--- config.mk ---
export PLATFORM = sky130hd
export DESIGN_NAME = ip_top_align_req_seq
export DESIGN_NICKNAME = d
export VERILOG_FILES = /design/src/rtl/ip_align_pkg.sv /design/src/rtl/ip_align_wbuf.sv /design/src/rtl/ip_top_align_req_seq.sv
export SDC_FILE = /design/constraint.sdc
export NUM_CORES = 1
export LEC_CHECK = 0
export ABC_AREA = 0
export BUFFER_PORTS_ARGS = -buffer_cell sky130_fd_sc_hd__buf_2
export CAP_MARGIN = 20
export CORE_MARGIN = 2
export CORE_UTILIZATION = 51
export CTS_CLUSTER_DIAMETER = 60
export DETAILED_ROUTE_END_ITERATION = 10
export MAX_ROUTING_LAYER = met4
export PLACE_DENSITY = 0.71
export SYNTH_ARGS = -nofsm -noshare
export SYNTH_HDL_FRONTEND = slang
export SYNTH_SLANG_ARGS = --single-unit
--- constraint.sdc ---
create_clock -name clk -period 6.6 [get_ports clk]
set_clock_uncertainty 0.15 [all_clocks]
set_input_delay 0.99 -clock clk [delete_from_list [all_inputs] [get_ports clk]]
set_output_delay 0.99 -clock clk [all_outputs]
set_load 0.05 [all_outputs]
--- src/rtl/ip_align_pkg.sv ---
// Shared types and constants for the align-core request sequencer.
// Each write-buffer entry holds one address/data pair.
package ip_align_pkg;

   // Values driven on err_wr.
   localparam logic REQ_RD = 1'b0;
   localparam logic REQ_WR = 1'b1;

   // Default widths. The buffer entry struct is sized from these.
   localparam int WIDTH_DEF      = 32;
   localparam int BITADDR_DEF    = 10;
   localparam int STARVE_MAX_DEF = 8;

   typedef struct packed {
      logic [BITADDR_DEF-1:0] adr;
      logic [WIDTH_DEF-1:0]   din;
   } wbuf_entry_t;

endpackage

--- src/rtl/ip_align_wbuf.sv ---
// Circular write buffer with per-entry valid bits.
// A parallel address compare tells the arbiter when a read would overtake a buffered write.
module ip_align_wbuf
   import ip_align_pkg::*;
#(
   parameter int WBUFDEPTH = 4,
   parameter int BITWBUF   = 2
) (
   input  logic                   clk,
   input  logic                   rst,
   input  logic                   push,
   input  wbuf_entry_t            push_entry,
   input  logic                   pop,
   input  logic [BITADDR_DEF-1:0] hit_adr,
   output logic                   hit,
   output wbuf_entry_t            head,
   output logic [BITWBUF:0]       cnt
);

   localparam logic [BITWBUF-1:0] PTR_LAST = BITWBUF'(WBUFDEPTH - 1);
   localparam logic [BITWBUF-1:0] PTR_ONE  = BITWBUF'(1);
   localparam logic [BITWBUF:0]   CNT_ONE  = (BITWBUF + 1)'(1);

   wbuf_entry_t          mem [WBUFDEPTH];
   logic [WBUFDEPTH-1:0] vld;
   logic [BITWBUF-1:0]   hd;
   logic [BITWBUF-1:0]   tl;

   // Pointer advance with explicit wrap, so non-power-of-two depths also work.
   function automatic logic [BITWBUF-1:0] nxt(input logic [BITWBUF-1:0] p);
      return (p == PTR_LAST) ? '0 : p + PTR_ONE;
   endfunction

   // Pointers, occupancy and valid bits; push and pop may both fire in one cycle.
   always_ff @(posedge clk) begin
      if (rst) begin
         hd  <= '0;
         tl  <= '0;
         cnt <= '0;
         vld <= '0;
      end else begin
         if (pop) begin
            vld[hd] <= 1'b0;
            hd      <= nxt(hd);
         end
         if (push) begin
            vld[tl] <= 1'b1;
            tl      <= nxt(tl);
         end
         case ({push, pop})
            2'b10:   cnt <= cnt + CNT_ONE;
            2'b01:   cnt <= cnt - CNT_ONE;
            default: ;
         endcase
      end
   end

   // Entry storage; contents are meaningless until the matching valid bit is set.
   always_ff @(posedge clk) begin
      if (push) mem[tl] <= push_entry;
   end

   // Compare the read address against every stored entry.
   always_comb begin
      hit = 1'b0;
      for (int i = 0; i < WBUFDEPTH; i++) begin
         if (vld[i] && (mem[i].adr == hit_adr)) hit = 1'b1;
      end
   end

   assign head = mem[hd];

endmodule

--- src/rtl/ip_top_align_req_seq.sv ---
// Request sequencer for the single-port align core.
// Writes are buffered. Reads win unless they hit a buffered write or the starvation
// limit forces a drain. At most one core op is issued per cycle, registered.
module ip_top_align_req_seq
   import ip_align_pkg::*;
#(
   parameter int WIDTH      = WIDTH_DEF,
   parameter int NUMADDR    = 1024,
   parameter int BITADDR    = BITADDR_DEF,
   parameter int WBUFDEPTH  = 4,
   parameter int BITWBUF    = 2,
   parameter int STARVE_MAX = STARVE_MAX_DEF,
   parameter int BITSTARVE  = 4
) (
   input  logic               clk,
   input  logic               rst,
   input  logic               rd_vld,
   input  logic [BITADDR-1:0] rd_adr,
   output logic               rd_rdy,
   input  logic               wr_vld,
   input  logic [BITADDR-1:0] wr_adr,
   input  logic [WIDTH-1:0]   wr_din,
   output logic               wr_rdy,
   output logic               read,
   output logic               write,
   output logic [BITADDR-1:0] addr,
   output logic [WIDTH-1:0]   din,
   output logic               err_vld,
   output logic               err_wr,
   output logic [BITADDR-1:0] err_adr,
   output logic [BITWBUF:0]   wbuf_cnt
);

   localparam logic [BITSTARVE-1:0] STARVE_LIM = BITSTARVE'(STARVE_MAX);
   localparam logic [BITSTARVE-1:0] STARVE_ONE = BITSTARVE'(1);

   wbuf_entry_t          push_entry;
   wbuf_entry_t          head;
   logic                 hit;
   logic                 push;
   logic                 pop;
   logic                 fifo_ne;
   logic                 rd_in;
   logic                 wr_in;
   logic                 hazard;
   logic                 force_drain;
   logic                 rd_issue;
   logic                 rd_oor;
   logic                 wr_issue;
   logic                 wr_acc;
   logic                 wr_err;
   logic [BITSTARVE-1:0] starve;

   // Request classification and issue arbitration.
   assign rd_in       = int'(rd_adr) < NUMADDR;
   assign wr_in       = int'(wr_adr) < NUMADDR;
   assign fifo_ne     = (wbuf_cnt != '0);
   assign hazard      = rd_vld && hit;
   assign force_drain = (starve == STARVE_LIM) && fifo_ne;
   assign rd_issue    = rd_vld && rd_in && !hazard && !force_drain;
   assign rd_oor      = rd_vld && !rd_in;
   assign wr_issue    = !rd_issue && fifo_ne;
   assign rd_rdy      = rd_issue || rd_oor;

   // Slot availability depends on the registered count only.
   assign wr_rdy      = int'(wbuf_cnt) < WBUFDEPTH;
   assign wr_acc      = wr_vld && wr_rdy;
   assign wr_err      = wr_acc && !wr_in;
   assign push        = wr_acc && wr_in && !rst;
   assign pop         = wr_issue && !rst;
   assign push_entry  = '{adr: wr_adr, din: wr_din};

   ip_align_wbuf #(
      .WBUFDEPTH (WBUFDEPTH),
      .BITWBUF   (BITWBUF)
   ) u_wbuf (
      .clk        (clk),
      .rst        (rst),
      .push       (push),
      .push_entry (push_entry),
      .pop        (pop),
      .hit_adr    (rd_adr),
      .hit        (hit),
      .head       (head),
      .cnt        (wbuf_cnt)
   );

   // Count reads issued past a non-empty buffer; any drain or empty buffer restarts it.
   always_ff @(posedge clk) begin
      if (rst) begin
         starve <= '0;
      end else if (wr_issue || !fifo_ne) begin
         starve <= '0;
      end else if (rd_issue && (starve != STARVE_LIM)) begin
         starve <= starve + STARVE_ONE;
      end
   end

   // Core strobes and operands; addr and din hold while idle.
   always_ff @(posedge clk) begin
      if (rst) begin
         read  <= 1'b0;
         write <= 1'b0;
         addr  <= '0;
         din   <= '0;
      end else begin
         read  <= rd_issue;
         write <= wr_issue;
         if (rd_issue) begin
            addr <= rd_adr;
         end else if (wr_issue) begin
            addr <= head.adr;
            din  <= head.din;
         end
      end
   end

   // Out-of-range drop report; a read error hides a simultaneous write error.
   always_ff @(posedge clk) begin
      if (rst) begin
         err_vld <= 1'b0;
         err_wr  <= 1'b0;
         err_adr <= '0;
      end else if (rd_oor) begin
         err_vld <= 1'b1;
         err_wr  <= REQ_RD;
         err_adr <= rd_adr;
      end else if (wr_err) begin
         err_vld <= 1'b1;
         err_wr  <= REQ_WR;
         err_adr <= wr_adr;
      end else begin
         err_vld <= 1'b0;
      end
   end

endmodule

==> impl_metrics.csv <==
group,metric,value,unit
placement,gp_routability_congestion,0.839,
finish,num-nets-final,792,
worst_setup_path,crit-reg2reg-capture,"u_wbuf.cnt[2]",
worst_setup_path,cp.required,5.46,ns
logic_synthesis,synth_area_leader,"sky130_fd_sc_hd__edfxtp_1",
pwr,power.leakage,4.32,nW
routing,totalWireLength,21.7,mm
routing,number_of_violations_reported_at_the_end_of_detailed_routing_iteration_0,385,
sta,grt_setup_unrepaired,"false",
floorplan,ios,117,
sta,maxSlewHeadroom,0.309,
clock_tree,clock_insertion_delay_worst_skew,0.50,ns
routing,detail-route-antenna-nets,0,
logic_synthesis,synth-seq-cells,229,
worst_hold_path,worst_hold_startpoint,"u_wbuf.vld[2]",
logic_synthesis,netlist_instances,641,
status,outcome,"completed",
worst_hold_path,hold_depth,2,
floorplan,floorplan.initialDensity,0.520,
logic_synthesis,post_synth_main_area_contributors,"sky130_fd_sc_hd__edfxtp_1 50%, sky130_fd_sc_hd__dfxtp_1 12%, sky130_fd_sc_hd__mux4_2 5.6%",
clock_tree,cts.hold.buffers_added,0,
floorplan,dieWidth,145,um
routing,via_count,5926,
floorplan,floorplan.die_area,21000,um2
floorplan,die_h,145,um
clock_tree,clock_tree.buffer_depth,3,
worst_setup_path,critical_path_arrival,3.43,ns
logic_synthesis,netlist_area,10100,um2
worst_setup_path,regToRegStartpoint,"u_wbuf.cnt[2]",
clock_tree,htree_num_levels,1,
finish,finalCoreUtilization,0.591,
finish,n_fill_cell,1484,
worst_hold_path,hold-path-endpoint,"u_wbuf.vld[2]",
clock_tree,post_cts_resized,0,
placement,dp_hpwl,13.1,mm
placement,port_buffers,104,
global_routing,global_route.overflow_total,0,
clock_tree,post_cts.repair.setup_buffers,0,
logic_synthesis,synth-edff-count,168,
finish,drive_gt1_frac,0.259,
sta,final_hold_viol_count,0,
sta,fin_crit,4.57,ns
routing,drt_drc_violations_left,0,
clock_tree,cts.clk_slew.worst_paths,0.06,ns
worst_setup_path,worst_setup_path_start_kind,"flop",
routing,vias_per_inst,5.86,
logic_synthesis,avgSynthCellArea,15.8,um2
logic_synthesis,synth_top_area_share,0.498,
placement,detailed_place.area,10700,um2
clock_tree,cts_root_buf,"sky130_fd_sc_hd__clkbuf_16",
clock_tree,numCtsBuffers,24,
logic_synthesis,synth_seq_area_share,0.619,
pwr,total_power_divided_by_cell_area,314,nW/um2
worst_setup_path,critPathKind,"reg -> out",
global_routing,initial_antenna_violation_count,3,
global_routing,grt_pass1_vias,6051,
routing,routed_wire_length_per_instance,21.5,um
logic_synthesis,synthesis.yosys.warnings,0,
sta,setup-violations-final,0,
logic_synthesis,synth_async_sr_flop_share,0,
sta,post-route-period-util,0.693,
clock_tree,tritoncts_clock_tree,"done",
worst_setup_path,end_kind,"output port",
finish,final_cell_mix,"168 x sky130_fd_sc_hd__edfxtp_1, 104 x sky130_fd_sc_hd__buf_2, 59 x sky130_fd_sc_hd__dfxtp_1",
worst_setup_path,ff2ff_setup_slack,2.67,ns
finish,finish.cell_count_without_fillers,1011,
pwr,ir_worst_vdd,0.233,mV
sta,fin_setup_tns,0,ns
sta,final.hold.worst_slack,0.375,ns
finish,layout.cells.most_common,"sky130_fd_sc_hd__edfxtp_1",
floorplan,coreArea,19500,um2
placement,dpl.cell_count,960,
global_routing,globalRouteTotalUtil,0.208,
worst_setup_path,critPathMaxFanout,52,
sta,drv_slew,0,
run,drv_cap,0,
worst_setup_path,worst-r2r-cell-count,14,
finish,design_area,11500,um2
clock_tree,tritoncts_num_sinks,229,
logic_synthesis,ys_types,45,
routing,drt_pass1_iterations,5,
global_routing,grt_first_pass_wirelength,33.7,mm
global_routing,maximum_number_of_pins_on_one_net_before_global_route_repair,68,
worst_hold_path,worst_min_delay_path_class,"reg -> reg",
sta,max_clock_freq,219,MHz
sta,worst_slew_pin_slew,1.04,ns
floorplan,std_cell_rows,51,
finish,area_delta_synth_final,13.5,%
logic_synthesis,synth_top_flop_cell,"sky130_fd_sc_hd__edfxtp_1",
critical path, stage by stage, from the launching register on:
cell and delay, ns:
sky130_fd_sc_hd__dfxtp_1 0.36, sky130_fd_sc_hd__nor3_4 0.19, sky130_fd_sc_hd__buf_4 0.59, sky130_fd_sc_hd__o21a_1 0.30, sky130_fd_sc_hd__o31ai_4 0.10, sky130_fd_sc_hd__inv_2 0.44, sky130_fd_sc_hd__nand2_2 0.39, sky130_fd_sc_hd__inv_1 0.26
sky130_fd_sc_hd__buf_2 0.30
per-stage QoR:
stage	setup WS (ns)	total power, mW
4_1_cts	2.05	3.63
6_report	2.03	3.61
5_1_grt	1.90	3.74
2_1_floorplan	2.76	2.23
3_3_place_gp	1.96	2.34
3_5_place_dp	2.29	2.37
cell type report:
| type | instances | area (um2) | share of cell area |
|---|---|---|---|
| clock buffers | 36 | 687 | 0.0598 |
| multi-input cells | 336 | 3390 | 0.295 |
| well taps | 265 | 332 | 0.0288 |
| flip-flops and latches | 229 | 6270 | 0.545 |
| clock inverters | 8 | 61.3 | 0.00533 |
| repair buffers | 114 | 678 | 0.0590 |
| inverters | 19 | 71.3 | 0.00620 |
| diodes | 4 | 10.0 | 0.000871 |
kinds of logic (layout without fill, tap and decap cells):
group                    Yosys count  count (layout)  synth area share
AND/OR/NAND/NOR                  124             124            0.0813
flip-flops                       229             229             0.619
AO/OA/AOI/OAI                     89              89            0.0813
buffers and inverters             87             177            0.0521
XOR/XNOR                          44              44            0.0381
adder cells (fa/ha/maj)           12              12            0.0156
multiplexers                      55              55             0.113
other                              1              16          0.000370
registers in the layout, summed over array words and instances, names as in the netlist, named ones only:
register    count
u_wbuf.tl       2
addr           10
u_wbuf.mem    168
u_wbuf.vld      4
read            1
write           1
din            32
starve          4
u_wbuf.hd       2
u_wbuf.cnt      3
synth_stat cells, types with 2 or more instances:
| master | count |
|---|---|
| sky130_fd_sc_hd__dfxtp_1 | 61 |
| sky130_fd_sc_hd__nand2_1 | 8 |
| sky130_fd_sc_hd__xnor2_1 | 42 |
| sky130_fd_sc_hd__mux4_2 | 25 |
| sky130_fd_sc_hd__clkbuf_1 | 22 |
| sky130_fd_sc_hd__a32o_1 | 32 |
| sky130_fd_sc_hd__a211oi_1 | 5 |
| sky130_fd_sc_hd__mux2i_1 | 13 |
| sky130_fd_sc_hd__a32oi_1 | 2 |
| sky130_fd_sc_hd__xor2_1 | 2 |
| sky130_fd_sc_hd__buf_12 | 3 |
| sky130_fd_sc_hd__buf_6 | 5 |
| sky130_fd_sc_hd__a211o_1 | 32 |
| sky130_fd_sc_hd__nor3_4 | 2 |
| sky130_fd_sc_hd__inv_1 | 18 |
| sky130_fd_sc_hd__and3_1 | 4 |
| sky130_fd_sc_hd__a21oi_1 | 3 |
| sky130_fd_sc_hd__nor3_2 | 3 |
| sky130_fd_sc_hd__or3_1 | 3 |
| sky130_fd_sc_hd__ha_1 | 11 |
| sky130_fd_sc_hd__a311oi_1 | 4 |
| sky130_fd_sc_hd__nand4_1 | 8 |
| sky130_fd_sc_hd__nor3_1 | 14 |
| sky130_fd_sc_hd__buf_4 | 28 |
| sky130_fd_sc_hd__nand3_1 | 5 |
| sky130_fd_sc_hd__and2_1 | 32 |
| sky130_fd_sc_hd__buf_2 | 8 |
| sky130_fd_sc_hd__buf_1 | 2 |
| sky130_fd_sc_hd__nor2_1 | 9 |
| sky130_fd_sc_hd__o31ai_1 | 2 |
| sky130_fd_sc_hd__mux4_1 | 17 |
| sky130_fd_sc_hd__and4_1 | 32 |
| sky130_fd_sc_hd__edfxtp_1 | 168 |
| sky130_fd_sc_hd__a211oi_2 | 5 |
routing by layer:
layer / GRT usage / up-vias / wire length, um
met5: - / - / 0
met4: 0.0683 / 0 / 464
met3: 0.0447 / 42 / 1230
met2: 0.345 / 169 / 10700
met1: 0.257 / 3018 / 9280
li1: - / 2697 / -
where the power goes:
group	total [mW]	internal (mW)	switching [mW]
logic	0.635	0.236	0.399
registers	1.70	1.63	0.0682
clock network	1.27	0.754	0.516
worst max-delay path by stage:
stage	startpoint	to	slack [ns]	cells after the start
floorplan	rd_adr[0]	u_wbuf.cnt[2]	2.76	15
finish	u_wbuf.cnt[2]	rd_rdy	2.03	8
global placement	rd_adr[1]	rd_rdy	1.96	8
global route	u_wbuf.cnt[2]	rd_rdy	1.90	8
CTS	u_wbuf.cnt[2]	rd_rdy	2.05	8
detailed placement	rd_adr[9]	u_wbuf.cnt[2]	2.29	14
Power figures use the tool's default switching activity.
